<file path="src/rtl/text_cursor_ctrl.sv">
// Keyboard-to-text-memory controller: decodes PS/2 set-2 scan bytes, tracks shift
// and the cursor, and writes ASCII characters or a full-screen blank sweep.
module text_cursor_ctrl #(
  parameter int          COLS  = 70,
  parameter int          ROWS  = 30,
  parameter logic [7:0]  BLANK = 8'h20
) (
  input  logic        clk,
  input  logic        resetn,
  input  logic        scan_valid,
  input  logic [7:0]  scan_code,
  input  logic [7:0]  ascii_in,
  output logic        wr_en,
  output logic [11:0] wr_addr,
  output logic [7:0]  wr_data,
  output logic [4:0]  cursor_row,
  output logic [6:0]  cursor_col,
  output logic [7:0]  key_count,
  output logic        busy
);

  typedef enum logic [2:0] {IDLE, BRK, EXT, EXT_BRK, CLEAR} state_t;

  localparam logic [6:0]  COL_MAX   = 7'(COLS - 1);
  localparam logic [4:0]  ROW_MAX   = 5'(ROWS - 1);
  localparam logic [11:0] LAST_ADDR = {ROW_MAX, COL_MAX};

  state_t      state_r;
  logic        shift_held_r;
  logic        byte_valid_r;
  logic [7:0]  byte_code_r;
  logic [7:0]  byte_ascii_r;
  logic [4:0]  clr_row_r;
  logic [6:0]  clr_col_r;

  logic [4:0]  adv_row_s, ret_row_s, enter_row_s, clr_next_row_s;
  logic [6:0]  adv_col_s, ret_col_s, clr_next_col_s;
  logic [7:0]  char_s;
  logic        is_shift_s;

  // Next-position arithmetic for advance, retreat, newline and the clear sweep.
  always_comb begin
    adv_row_s      = cursor_row;
    adv_col_s      = cursor_col + 7'd1;
    ret_row_s      = cursor_row;
    ret_col_s      = cursor_col - 7'd1;
    enter_row_s    = cursor_row + 5'd1;
    clr_next_row_s = clr_row_r;
    clr_next_col_s = clr_col_r + 7'd1;
    char_s         = byte_ascii_r;
    is_shift_s     = (byte_code_r == 8'h12) || (byte_code_r == 8'h59);
    if (cursor_col == COL_MAX) begin
      adv_col_s = 7'd0;
      adv_row_s = (cursor_row == ROW_MAX) ? 5'd0 : cursor_row + 5'd1;
    end else begin
      adv_col_s = cursor_col + 7'd1;
    end
    if (cursor_col == 7'd0) begin
      ret_col_s = COL_MAX;
      ret_row_s = cursor_row - 5'd1;
    end else begin
      ret_col_s = cursor_col - 7'd1;
    end
    if (cursor_row == ROW_MAX) begin
      enter_row_s = 5'd0;
    end else begin
      enter_row_s = cursor_row + 5'd1;
    end
    if (clr_col_r == COL_MAX) begin
      clr_next_col_s = 7'd0;
      clr_next_row_s = clr_row_r + 5'd1;
    end else begin
      clr_next_col_s = clr_col_r + 7'd1;
    end
    if (shift_held_r && (byte_ascii_r >= 8'h61) && (byte_ascii_r <= 8'h7A)) begin
      char_s = byte_ascii_r - 8'h20;
    end else begin
      char_s = byte_ascii_r;
    end
  end

  // Input capture stage: decode acts on the byte one edge after it is sampled.
  always_ff @(posedge clk or negedge resetn) begin
    if (!resetn) begin
      byte_valid_r <= 1'b0;
      byte_code_r  <= 8'h00;
      byte_ascii_r <= 8'h00;
    end else begin
      byte_valid_r <= scan_valid;
      byte_code_r  <= scan_code;
      byte_ascii_r <= ascii_in;
    end
  end

  // Decode FSM with registered write port, cursor, key counter and clear sweep.
  always_ff @(posedge clk or negedge resetn) begin
    if (!resetn) begin
      state_r      <= IDLE;
      shift_held_r <= 1'b0;
      wr_en        <= 1'b0;
      wr_addr      <= 12'h000;
      wr_data      <= 8'h00;
      cursor_row   <= 5'd0;
      cursor_col   <= 7'd0;
      key_count    <= 8'd0;
      busy         <= 1'b0;
      clr_row_r    <= 5'd0;
      clr_col_r    <= 7'd0;
    end else begin
      wr_en <= 1'b0;
      case (state_r)
        IDLE: begin
          if (byte_valid_r) begin
            if (byte_code_r == 8'hF0) begin
              state_r <= BRK;
            end else if (byte_code_r == 8'hE0) begin
              state_r <= EXT;
            end else if (is_shift_s) begin
              shift_held_r <= 1'b1;
            end else if (byte_code_r == 8'h76) begin
              state_r   <= CLEAR;
              busy      <= 1'b1;
              wr_en     <= 1'b1;
              wr_addr   <= 12'h000;
              wr_data   <= BLANK;
              clr_row_r <= 5'd0;
              clr_col_r <= 7'd1;
            end else if (byte_code_r == 8'h5A) begin
              cursor_col <= 7'd0;
              cursor_row <= enter_row_s;
            end else if (byte_code_r == 8'h66) begin
              if ((cursor_row != 5'd0) || (cursor_col != 7'd0)) begin
                cursor_row <= ret_row_s;
                cursor_col <= ret_col_s;
                wr_en      <= 1'b1;
                wr_addr    <= {ret_row_s, ret_col_s};
                wr_data    <= BLANK;
              end
            end else if (byte_ascii_r != 8'h00) begin
              wr_en      <= 1'b1;
              wr_addr    <= {cursor_row, cursor_col};
              wr_data    <= char_s;
              cursor_row <= adv_row_s;
              cursor_col <= adv_col_s;
              key_count  <= key_count + 8'd1;
            end
          end
        end
        BRK: begin
          if (byte_valid_r) begin
            if (is_shift_s) begin
              shift_held_r <= 1'b0;
            end
            state_r <= IDLE;
          end
        end
        EXT: begin
          if (byte_valid_r) begin
            if (byte_code_r == 8'hF0) begin
              state_r <= EXT_BRK;
            end else begin
              state_r <= IDLE;
              // Arrow keys saturate at the screen edges rather than wrapping.
              case (byte_code_r)
                8'h6B: if (cursor_col != 7'd0)  cursor_col <= cursor_col - 7'd1;
                8'h74: if (cursor_col != COL_MAX) cursor_col <= cursor_col + 7'd1;
                8'h75: if (cursor_row != 5'd0)  cursor_row <= cursor_row - 5'd1;
                8'h72: if (cursor_row != ROW_MAX) cursor_row <= cursor_row + 5'd1;
                default: ;
              endcase
            end
          end
        end
        EXT_BRK: begin
          if (byte_valid_r) begin
            state_r <= IDLE;
          end
        end
        CLEAR: begin
          // wr_addr holds the cell written this cycle; stop once the last one is out.
          if (wr_addr == LAST_ADDR) begin
            busy       <= 1'b0;
            cursor_row <= 5'd0;
            cursor_col <= 7'd0;
            state_r    <= IDLE;
          end else begin
            wr_en     <= 1'b1;
            wr_addr   <= {clr_row_r, clr_col_r};
            wr_data   <= BLANK;
            clr_row_r <= clr_next_row_s;
            clr_col_r <= clr_next_col_s;
          end
        end
        default: state_r <= IDLE;
      endcase
    end
  end

endmodule
</file>
<file path="config.mk">
export PLATFORM = sky130hd
export DESIGN_NAME = text_cursor_ctrl
export DESIGN_NICKNAME = d
export VERILOG_FILES = /design/src/rtl/text_cursor_ctrl.sv
export SDC_FILE = /design/constraint.sdc
export NUM_CORES = 1
export LEC_CHECK = 0
export ABC_AREA = 1
export BUFFER_PORTS_ARGS = -buffer_cell sky130_fd_sc_hd__buf_2
export CAP_MARGIN = 20
export CELL_PAD_IN_SITES_DETAIL_PLACEMENT = 1
export CELL_PAD_IN_SITES_GLOBAL_PLACEMENT = 1
export CORE_ASPECT_RATIO = 1.25
export CORE_MARGIN = 2
export CORE_UTILIZATION = 42
export DETAILED_ROUTE_END_ITERATION = 12
export PLACE_DENSITY = 0.87
export SETUP_SLACK_MARGIN = 0.4
export SYNTH_ARGS = -nofsm -noshare
export SYNTH_HDL_FRONTEND = slang
export SYNTH_SLANG_ARGS = --single-unit
export TNS_END_PERCENT = 20
</file>
<file path="constraint.sdc">
create_clock -name clk -period 2.63 [get_ports clk]
set_input_delay 0.263 -clock clk [delete_from_list [all_inputs] [get_ports clk]]
set_output_delay 0.263 -clock clk [all_outputs]
set_load 0.02 [all_outputs]
</file>
== Word level (Yosys, flattened, before mapping) ==
Cells that the tools add are included.

* Add/sub/neg operators: 8
* Multipliers: 0
* Divide/modulo/power cells: 0
* Magnitude comparators: 2
* Eq/ne operators: 50
* Shifts and indexed selects: 0
* Mux-type cells: 111
* Bitwise operators: 6
* Reduce and logical (&&, ||, !) cells: 22

{| class="wikitable"
|+ Operator list
! kind !! number
|-
| $mux 7 || 23
|-
| $mux 12 || 10
|-
| $mux 5 || 24
|-
| $mux 8 || 11
|-
| $eq 8x7->1 const B || 8
|-
| $ne 2x2->1 const B || 14
|-
| $ne 4x4->1 const B || 7
|-
| $pmux 7 s2 || 2
|-
| $mux 3 || 8
|-
| $pmux 12 s2 || 1
|-
| $mux 1 || 22
|-
| $pmux 7 s3 || 1
|-
| $reduce_and 7->1 || 3
|-
| $pmux 5 s2 || 2
|-
| $reduce_and 9->1 || 2
|-
| $eq 8x8->1 const B || 2
|-
| $pmux 8 s2 || 1
|-
| $ne 3x3->1 const B || 5
|-
| $pmux 5 s3 || 1
|-
| $reduce_and 15->1 || 1
|-
| $add 7x1->7 const B || 2
|-
| $eq 7x7->1 const B || 2
|-
| $reduce_and 14->1 || 1
|-
| $eq 12x12->1 const B || 1
|-
| other kinds (33) || 45
|}

* Flip-flop bits (word level): 75
* Latch bits: 0
* RAM bits: 0
* ROM bits: 0
* Input port bits: 19
* Memories kept: 0

== Logic depth before layout (Yosys ltp) ==
Gate-level depths: netlist (run 1).

* Word-level depth: 13
* Gate-level depth with buffers: 13

== Worst setup path before layout (run 1) ==
OpenSTA, ideal clock, no wires.

* Path type: register to register
* Start point: register cursor_col[0]
* End point: register cursor_row[0]
* Data arrival time: 1.961 ns
* Required time: 2.512 ns
* Setup slack: 0.551 ns
* Cell stages (with the launch flop): 14
* Clock period less this slack: 2.079 ns
* Cell sequence: dfrtp_1 -> clkbuf_1 -> inv_1 -> ha_1 -> inv_1 -> nor2_1 -> nand3_2 -> nor2_1 -> nand3_1 -> nand2_1 -> nor2_4 -> nand3_2 -> nand2_1 -> nand2_1

* Word-level cells in the longest chain between the ends: 11
* Elaborated cells on any way between the ends: 17
* Classes of those cells: eq/ne (3); mux (10); reduce/logical (4)

{| class="wikitable"
|+ Ends and longest elaborated chain
! element !! RTL line !! text
|-
| from (decl) || 17 || <nowiki>output logic [6:0] cursor_col,</nowiki>
|-
| from (signal assigned) || 134 || <nowiki>cursor_col <= ret_col_s;</nowiki>
|-
| from (signal assigned) || 144 || <nowiki>cursor_col <= adv_col_s;</nowiki>
|-
| from (signal assigned) || 165 || <nowiki>8'h6B: if (cursor_col != 7'd0) cursor_col <= cursor_col - 7'd1;</nowiki>
|-
| $logic_not 7->1 || 58 || <nowiki>if (cursor_col == 7'd0) begin</nowiki>
|-
| $mux 5 || 58 ||
|-
| $mux 5 || 132 || <nowiki>if ((cursor_row != 5'd0) || (cursor_col != 7'd0)) begin</nowiki>
|-
| $mux 5 || 131 || <nowiki>end else if (byte_code_r == 8'h66) begin</nowiki>
|-
| $mux 5 || 128 || <nowiki>end else if (byte_code_r == 8'h5A) begin</nowiki>
|-
| $mux 5 || 120 || <nowiki>end else if (byte_code_r == 8'h76) begin</nowiki>
|-
| $mux 5 || 118 || <nowiki>end else if (is_shift_s) begin</nowiki>
|-
| $mux 5 || 116 || <nowiki>end else if (byte_code_r == 8'hE0) begin</nowiki>
|-
| $mux 5 || 114 || <nowiki>if (byte_code_r == 8'hF0) begin</nowiki>
|-
| $mux 5 || 113 || <nowiki>if (byte_valid_r) begin</nowiki>
|-
| $pmux 5 s3 || 111 || <nowiki>case (state_r)</nowiki>
|-
| to (signal assigned) || 130 || <nowiki>cursor_row <= enter_row_s;</nowiki>
|-
| to (signal assigned) || 133 || <nowiki>cursor_row <= ret_row_s;</nowiki>
|-
| to (signal assigned) || 143 || <nowiki>cursor_row <= adv_row_s;</nowiki>
|-
| to (decl) || 16 || <nowiki>output logic [4:0] cursor_row,</nowiki>
|}

Parallel ways exist; a longest one is shown, timed or not. The select of a mux whose other input is x is not followed.
A chain may end at the register's enable or synchronous reset.

== Final worst setup path (run 1) ==
* Start point: register state_r[2]
* End point: register cursor_col[1]

* Word-level cells in the longest chain between the ends: 3
* Elaborated cells on any way between the ends: 19
* Classes of those cells: eq/ne (15); mux (1); reduce/logical (3)

{| class="wikitable"
|+ Ends and longest elaborated chain
! element !! RTL line !! text
|-
| from (decl) || 28 || <nowiki>state_t state_r;</nowiki>
|-
| from (signal assigned) || 98 || <nowiki>state_r <= IDLE;</nowiki>
|-
| from (signal assigned) || 115 || <nowiki>state_r <= BRK;</nowiki>
|-
| from (signal assigned) || 117 || <nowiki>state_r <= EXT;</nowiki>
|-
| $eq 3x2->1, or another cell as far along || 111 ||
|-
| $ne 3x1->1 (no line), or another cell as far along || - ||
|-
| $reduce_and 14->1 (no line) || - ||
|}

Parallel ways exist; a longest one is shown, timed or not.

==> results of run 1 <==
layout make-up:
cell class | count | area (um^2)
clock buffer | 10 | 229.0
fill | 1563 | 5838
tap | 161 | 201.4
inverter | 74 | 277.8
multi-input combinational | 582 | 2841
sequential | 75 | 1877
clock inverter | 6 | 87.58
timing repair buffer | 69 | 374.1
routing by layer:
layer	GRT usage (%)	up-vias
met5	0	-
met4	12.16	0
met3	3.912	53
met2	48.53	133
met1	31.10	2543
li1	-	2513
state kept, by name (all words and copies together), names as in the netlist:
name / count
key_count: 8
byte_ascii_r: 8
state_r: 3
wr_en: 1
busy: 1
byte_code_r: 8
wr_addr: 12
shift_held_r: 1
cursor_row: 5
clr_col_r: 7
byte_valid_r: 1
clr_row_r: 5
wr_data: 8
cursor_col: 7
cells by family (layout without fill, tap and decap cells):
family	Yosys count	after routing
and+or+nand+nor	492	492
buffers and inverters	92	159
DFF	75	75
AOI/OAI and AO/OA	59	59
xor gates and xnor gates	18	18
adders and majority gates	13	13
worst max-delay path: stages, from the launching register on:
cell,delay [ns]
dfrtp_1,0.52
nor2_2,0.12
nand2_2,0.23
inv_2,0.20
nor2_4,0.25
and2_1,0.34
nand3_1,0.12
nand2_1,0.08
nand3_1,0.12
nand2_1,0.10
power groups by stage:
stage,clock network [W],registers (W),logic (W)
after floorplan,0,0.00200,0.00216
after global placement,0,0.00176,0.00330
after detailed placement,0,0.00178,0.00344
after CTS,0.00138,0.00177,0.00348
after global routing,0.00143,0.00182,0.00390
final,0.00136,0.00177,0.00350
worst paths after layout:
path / start / to / slack (ns) / cells past startpoint
max reg2reg: state_r[2] / cursor_col[1] / 0.47 / 9
max in group asynchronous: resetn / cursor_row[2] / 1.93 / 1
min in group asynchronous: resetn / cursor_col[2] / 0.06 / 1
min: ascii_in[1] / byte_ascii_r[1] / 0.02 / 1
min reg2reg: clr_col_r[3] / clr_col_r[3] / 0.51 / 2
max: state_r[2] / cursor_col[1] / 0.47 / 9
stage by stage:
step | total power, W | area [um^2] | instances | util, % | hold WS [ns]
2_1_floorplan | 0.004160 | 5071 | 749 | - | -0.03259
3_3_place_gp | 0.005068 | 5547 | 961 | 47.30 | 0.3703
3_5_place_dp | 0.005226 | 5547 | 961 | 47.30 | 0.3724
4_1_cts | 0.006626 | 5863 | 977 | 50.00 | 0.01537
5_1_grt | 0.007140 | 5888 | 977 | 50.21 | 0.01121
6_report | 0.006640 | 5888 | 977 | 50.21 | 0.01801
timing repair:
item                                    CTS  global route
hold buffers                              0             0
resized for setup                         0             6
endpoints found under the setup margin    0            27
cells in the final DEF, fill, tap and decap left out, drive strengths merged:
master  count
nand2     279
nand3     103
nor2       87
inv        76
dfrtp      75
buf        69
o21ai      37
ha         13
nand4      12
xor2       10
clkbuf     10
a21oi       8
xnor2       8
o211ai      6
nor3        4
a31oi       3
nand3b      2
o22ai       2
bufinv      2
clkinv      2
or2         2
nor2b       1
o21bai      1
and2        1
a21boi      1
a41oi       1
nor3b       1
==> results.cfg, run 1 <==
[detailed_routing]
drt-initial-drc-count = 273
vias = 5242
drc = 0
met3WireLength_um = 620
m1WireLength_um = 6466
top_layer = met4
first_pass_iters = 4
wl_met2_um = 8776
wl_um = 16530
via_per_inst = 5.365
wl_per_cell_um = 16.92
postRouteAntennaNets = 0

[place]
hpwl_um = 12190
port_buffers = 60
routabilityCongestion = 0.9241
post-place-ws_ns = 0.4451

[clock_network]
clk_pin_slew_ns = 0.06
cts_made_buffers = 9
clk_latency_ns = 0.35
cts_setup_buffers = 0
htreeDepth = 3
clock_path_buffers = 2
cts_tree = done
clockRootBuffer = clkbuf_16
cts_sinks = 75

[global_routing]
grt_pass1_vias = 5647
grt_usage_pct = 26.99
grt-ovfl-total = 0
grt_max_degree = 76
antenna_found_initial = 0
grt_pass1_wl_um = 27530

[die]
coreArea_mm2 = 0.01173
die_w_um = 102.3
start_util_pct = 43.25
die_height_um = 126.9
dieArea_mm2 = 0.01297
rows = 44
ios = 61

[yosys]
syn_area_mm2 = 0.005071
ys.warnings.count = 0
synthArstFlopShare_pct = 100.0
syn_nets = 781
yosysTopAreaCell = dfrtp_1
synth_ff_type = dfrtp_1
synthTopCellsByArea = dfrtp_1 (37%), nand2_1 (20%), nand3_1 (10%), nor2_1 (5.1%), inv_1 (4.5%)
synth.distinct_cells = 35
seq_area_frac_synth_pct = 37.01
synthAdderAreaFrac_pct = 3.208
ys_top_cells_by_count = nand2_1 (268), nand3_1 (101), dfrtp_1 (75), nor2_1 (69), inv_1 (61)
syn_inst = 749
ys_seq_elements = 75
synthXorXnorAreaFrac_pct = 3.109
synth_mux_area_share_pct = 0
synth_edf_count = 0
yosys.area_share.simple_pct = 42.81
synth_top_area_share_pct = 37.01
synth.most_common_cell = nand2_1
synth_top_family_by_area = simple AND/OR/NAND/NOR gates
synth_compound_area_share_pct = 6.489
syn_avg_cell_area_um2 = 6.771

[power_and_ir_drop]
switching_power_w = 0.003277
clock_power_share_pct = 20.5
switching_share_pct = 49.35
power.leakage_nw = 3.171
power_frac_seq_pct = 26.7
pwr-share-comb_pct = 52.8
power.density_mw_per_mm2 = 1128
intPower_w = 0.003363
vdd_drop_max_uv = 620.5

[setup_path]
required_ns = 2.91
worstSetupPathType = flip-flop to flip-flop
cp_data_arrival_time_ns = 2.44
start_kind = flip-flop
path_max_fanout = 15
endpoint_kind = flip-flop

[sta]
max_freq_mhz = 463.9
tns_ns = 0
slew_headroom_pct = 35.25
setup_viol = 0
finClkSkew_ns = 0.005835
period_needed_ns = 2.156
rsz0062_at_grt = true
finalCritPeriodShare_pct = 81.97
finalHoldViolations = 0
drv_slew = 0
tightestPinTransition_ns = 0.9712
fin_ws_ns = 0.4743

[run]
max_cap_violations = 0

[hold_path]
hold_path.class = input port to flip-flop

[layout]
syn2layout_area_growth_pct = 16.11
fin_nets = 843
drive_gt1_share_pct = 16.30
n_antenna_cell = 0

[status]
status = finished, final reports clean
Note: power is estimated with default switching activity, not from simulation.
==> run 2: changes to the inputs <==
clock period = 2.2 ns   (was 2.63 ns; I/O delays follow)
==> run 2 against run 1 <==
Against the previous run:
- the run now ends with negative hold slack left
- die area is the same
- worst hold slack lost 0.069 ns
- first-iteration DRC count grew 110%
- fmax grew 8.7%
- clock power grew 25%
- count of clock-buffer cells in the layout shrank 1
- sequential power grew 23%
- cell count grew 6.9%
- utilization grew 9.3 points
==> results.cfg, run 2 (synthesis gave the netlist of run 1 again) <==
[status]
status = finished with violations
violations = negative hold slack

[global_routing]
grt_usage_pct = 30.60
grt_pass1_wl_um = 30890
antenna_found_initial = 1
grt-ovfl-total = 0
grt_pass1_vias = 6041
grt_max_degree = 66

[detailed_routing]
wl_per_cell_um = 24.42
postRouteAntennaNets = 0
first_pass_iters = 5
wl_um = 25500
vias = 6272
drt-initial-drc-count = 563
drc = 0
via_per_inst = 6.008

[sta]
tightestPinTransition_ns = 0.9031
drv_slew = 0
setup_viol = 0
finalCritPeriodShare_pct = 90.17
period_needed_ns = 1.984
max_freq_mhz = 504.1
tns_ns = 0
hold_ws_ns = -0.05095
finClkSkew_ns = 0.01527
finalHoldViolations = 18
rsz0062_at_grt = true
fin_ws_ns = 0.2163
slew_headroom_pct = 39.79

[setup_path]
r2r_cells = 11
start_kind = flip-flop
worstSetupPathType = flip-flop to flip-flop
path_max_fanout = 6
required_ns = 2.43
cp_data_arrival_time_ns = 2.21
endpoint_kind = flip-flop

[place]
routabilityCongestion = 0.9643
place_inst = 974
hpwl_um = 12660
port_buffers = 60
post-place-ws_ns = 0.1574

[clock_network]
htreeDepth = 3
clock_path_buffers = 2
clk_latency_ns = 0.36
cts_sinks = 75
clockRootBuffer = clkbuf_16
clk_pin_slew_ns = 0.07
cts_tree = done
cts_made_buffers = 9

[power_and_ir_drop]
power_frac_seq_pct = 22.3
pwr-share-comb_pct = 60.2
switching_power_w = 0.005040
switching_share_pct = 51.84
power_w = 0.009723
vdd_drop_max_uv = 925.3
clock_power_share_pct = 17.5
power.leakage_nw = 3.595
intPower_w = 0.004683
power.density_mw_per_mm2 = 1394

[hold_path]
hold_path.class = input port to async pin

[layout]
fin_util_pct = 59.50
fin_nets = 910
layout_commonest_cell = nand2_1
filler_cell_count = 1464
final_cell_mix = nand2_1 (242), nand3_1 (79), dfrtp_1 (65)
regArea_mm2 = 0.001889
drive_gt1_share_pct = 31.18
syn2layout_area_growth_pct = 37.58
largest_reg_flops = 12
regMostFlops = wr_addr
finalNonFillerCells = 1044
multi_input_area_mm2 = 0.003292

[die]
die_w_um = 102.3
coreArea_mm2 = 0.01173
start_util_pct = 43.25
dieArea_mm2 = 0.01297
rows = 44
ios = 61
die_height_um = 126.9

[run]
max_cap_violations = 0
-- run 2: area by class of cell --
cell class | count | share of cell area (%)
tap | 161 | 2.887
sequential | 75 | 27.08
multi-input combinational | 585 | 47.18
clock buffer | 9 | 3.228
inverter | 74 | 4.197
timing repair buffer | 133 | 14.10
clock inverter | 6 | 1.291
antenna | 1 | 0.03587
-- run 2: power by group through the flow --
| stage | sequential [W] | combinational (W) | clock [W] |
|---|---|---|---|
| after floorplan | 0.00239 | 0.00267 | 0 |
| after global placement | 0.00209 | 0.00417 | 0 |
| after detailed placement | 0.00211 | 0.00433 | 0 |
| after CTS | 0.00209 | 0.00466 | 0.00164 |
| after global routing | 0.00220 | 0.00618 | 0.00173 |
| final | 0.00217 | 0.00585 | 0.00170 |
-- run 2: layer usage --
metal  vias to the layer above  GRT usage (%)  share of wire [%]
met5                         -              0                  0
met4                         0          12.00                8.1
met3                       167          4.463                6.8
met2                       379          55.96                 51
met1                      3063          35.22                 35
li1                       2663              -                  -
-- run 2: metrics by stage --
step,area [um^2],hold WS [ns]
5_1_grt,6977,0.04640
2_1_floorplan,5114,-0.07559
6_report,6977,-0.05095
3_3_place_gp,5669,0.3276
4_1_cts,6336,0.01553
3_5_place_dp,5669,0.3294
-- run 2: timing repair --
| action | in CTS | in global routing |
|---|---|---|
| gates resized for setup | 28 | 112 |
| endpoints found under the hold margin | 17 | 0 |
| buffers inserted | 10 | 21 |
| setup endpoints to repair | 50 | 56 |
| pin swaps | 7 | 41 |
| cloned | 1 | 5 |
| hold buffers | 17 | 0 |
-- run 2: worst paths after layout --
check / startpoint / slack [ns] / to
worst max-delay path: byte_code_r[5] / 0.22 / wr_addr[9]
worst min-delay path: resetn / -0.05 / cursor_col[2]
worst max register to register: byte_code_r[5] / 0.22 / wr_addr[9]
worst min register to register: wr_data[1] / 0.52 / wr_data[1]
max in group asynchronous: resetn / 1.47 / wr_data[7]
min in group clk: scan_code[3] / 0.51 / byte_code_r[3]
-- run 2: critical path, cell delays in order (launching register included) --
cell	delay (ns)
dfrtp_1	0.41
inv_1	0.12
nor2_2	0.13
nand2_1	0.13
nor2_4	0.23
buf_4	0.19
o21ai_4	0.07
nand3_4	0.11
nand2_8	0.12
clkbuf_16	0.19
nand3_2	0.05
nand2_1	0.10
==> run 3: changes to the inputs <==
CORE_UTILIZATION = 45   (was 42)
PLACE_DENSITY = 0.92   (was 0.87)
clock period = 2.45 ns   (was 2.2 ns; I/O delays follow)
==> run 3 against run 2 <==
Against the previous run:
- wire length down 32%
- critical endpoint is now cursor_col[2]
- sequential power down 11%
- critical path type unchanged
- die area down 6.4%
- the flow still finishes with violations (negative hold slack)
- utilization down 5.0 points
- count of clock-buffer cells in the layout unchanged
- critical path depth up 1
- largest power group unchanged
- cell count down 8.0%
- sequential share of layout area up 4.2 points
- clock skew down 0.0080 ns
==> results.cfg, run 3 (synthesis gave the netlist of run 1 again) <==
[status]
status = finished with violations
violations = negative hold slack

[layout]
layout_commonest_cell = nand2_1
largest_reg_flops = 12
regMostFlops = wr_addr
final_cell_mix = nand2_1 (264), nand3_1 (101), dfrtp_1 (73)
drive_gt1_share_pct = 19.01
post-route-cell-area_mm2 = 0.006008
n_antenna_cell = 0
fin_nets = 854
syn2layout_area_growth_pct = 18.48
fin_util_pct = 54.48

[power_and_ir_drop]
power_frac_seq_pct = 26.2
intPower_w = 0.003731
switching_power_w = 0.003649
power.density_mw_per_mm2 = 1228
power.leakage_nw = 3.227
vdd_drop_max_uv = 677.1
switching_share_pct = 49.44
clock_power_share_pct = 19.5
pwr-share-comb_pct = 54.3

[detailed_routing]
drc = 0
postRouteAntennaNets = 0
first_pass_iters = 4
top_layer = met4
wl_um = 17280
wl_met2_um = 9193
m1WireLength_um = 6761
met3WireLength_um = 626
wl_per_cell_um = 17.99
vias = 5364
via_per_inst = 5.582
drt-initial-drc-count = 323

[global_routing]
grt_usage_pct = 28.67
grt_max_degree = 76
grt_pass1_wl_um = 27520
grt-ovfl-total = 0
antenna_found_initial = 0
grt_pass1_vias = 5615

[setup_path]
start_kind = flip-flop
worstSetupPathType = flip-flop to flip-flop
endpoint_kind = flip-flop
required_ns = 2.68
path_max_fanout = 11
cp_data_arrival_time_ns = 2.26

[place]
routabilityCongestion = 0.9868
hpwl_um = 12170
port_buffers = 60
post-place-ws_ns = 0.3062
post_dp_cell_area_mm2 = 0.005514

[sta]
setup_viol = 0
drv_slew = 0
fin_ws_ns = 0.4198
max_freq_mhz = 492.6
slew_headroom_pct = 32.85
finalHoldViolations = 3
period_needed_ns = 2.030
hold_ws_ns = -0.005006
rsz0062_at_grt = true
tightestPinTransition_ns = 1.007
finClkSkew_ns = 0.007308
tns_ns = 0
finalCritPeriodShare_pct = 82.86

[run]
max_cap_violations = 0

[die]
die_w_um = 98.95
coreArea_mm2 = 0.01103
rows = 43
start_util_pct = 45.98
dieArea_mm2 = 0.01214
ios = 61
die_height_um = 122.7

[clock_network]
clk_pin_slew_ns = 0.06
clk_latency_ns = 0.35
clock_path_buffers = 2
cts_made_buffers = 9
cts_tree = done
clockRootBuffer = clkbuf_16
htreeDepth = 3
holdBufCountCts = 0
cts_sinks = 75

[hold_path]
hold_path.class = input port to async pin
## run 3: metrics by stage
stage | power, W | std cells
after floorplan | 0.004468 | 749
after global placement | 0.005429 | 935
after detailed placement | 0.005609 | 935
after CTS | 0.007168 | 953
after global routing | 0.007857 | 961
final | 0.007381 | 961
## run 3: power groups by stage
stage / registers, W / clock network (W) / logic, W
finish: 0.00193 / 0.00144 / 0.00401
floorplan: 0.00214 / 0 / 0.00233
CTS: 0.00192 / 0.00145 / 0.00380
global placement: 0.00191 / 0 / 0.00352
detailed placement: 0.00193 / 0 / 0.00368
global route: 0.00198 / 0.00150 / 0.00437
## run 3: cell type report
cell class | instances | area (um^2)
inverter | 74 | 277.8
clock inverter | 6 | 90.09
clock buffer | 9 | 225.2
sequential | 75 | 1879
timing repair buffer | 79 | 470.5
tap | 135 | 168.9
fill | 1459 | 5021
multi-input combinational | 583 | 2897
## run 3: what timing repair did
action | CTS | global route
gates resized for setup | 4 | 22
gates cloned | 0 | 1
pin swaps | 1 | 5
buffers inserted | 3 | 7
endpoints found under the setup margin | 25 | 41
## run 3: path summary, 6_finish.rpt
kind,start,endpoint,slack [ns],cells after the start
hold / removal,resetn,cursor_col[5],-0.005,1
hold reg to reg,key_count[7],key_count[7],0.52,2
setup / recovery,cursor_col[0],cursor_col[2],0.42,12
setup reg to reg,cursor_col[0],cursor_col[2],0.42,12
max in group asynchronous,resetn,clr_col_r[1],1.73,1
min in group clk,ascii_in[1],byte_ascii_r[1],0,1
## run 3: metal layers
layer	GRT usage [%]	up-vias
li1	-	2541
met5	0	-
met3	3.531	47
met1	33.43	2638
met4	13.87	0
met2	51.90	138
## run 3: worst max-delay path, cell delays in order (launching register included)
cell and delay, ns:
dfrtp_1 0.38, buf_4 0.18, ha_1 0.23, nand2_1 0.08, nor2_1 0.05, nand2_1 0.15, nand3_1 0.10, nand2_1 0.07
nand3_1 0.13, nor2_4 0.21, nand2_2 0.15, nand2_1 0.10, nand2_1 0.07
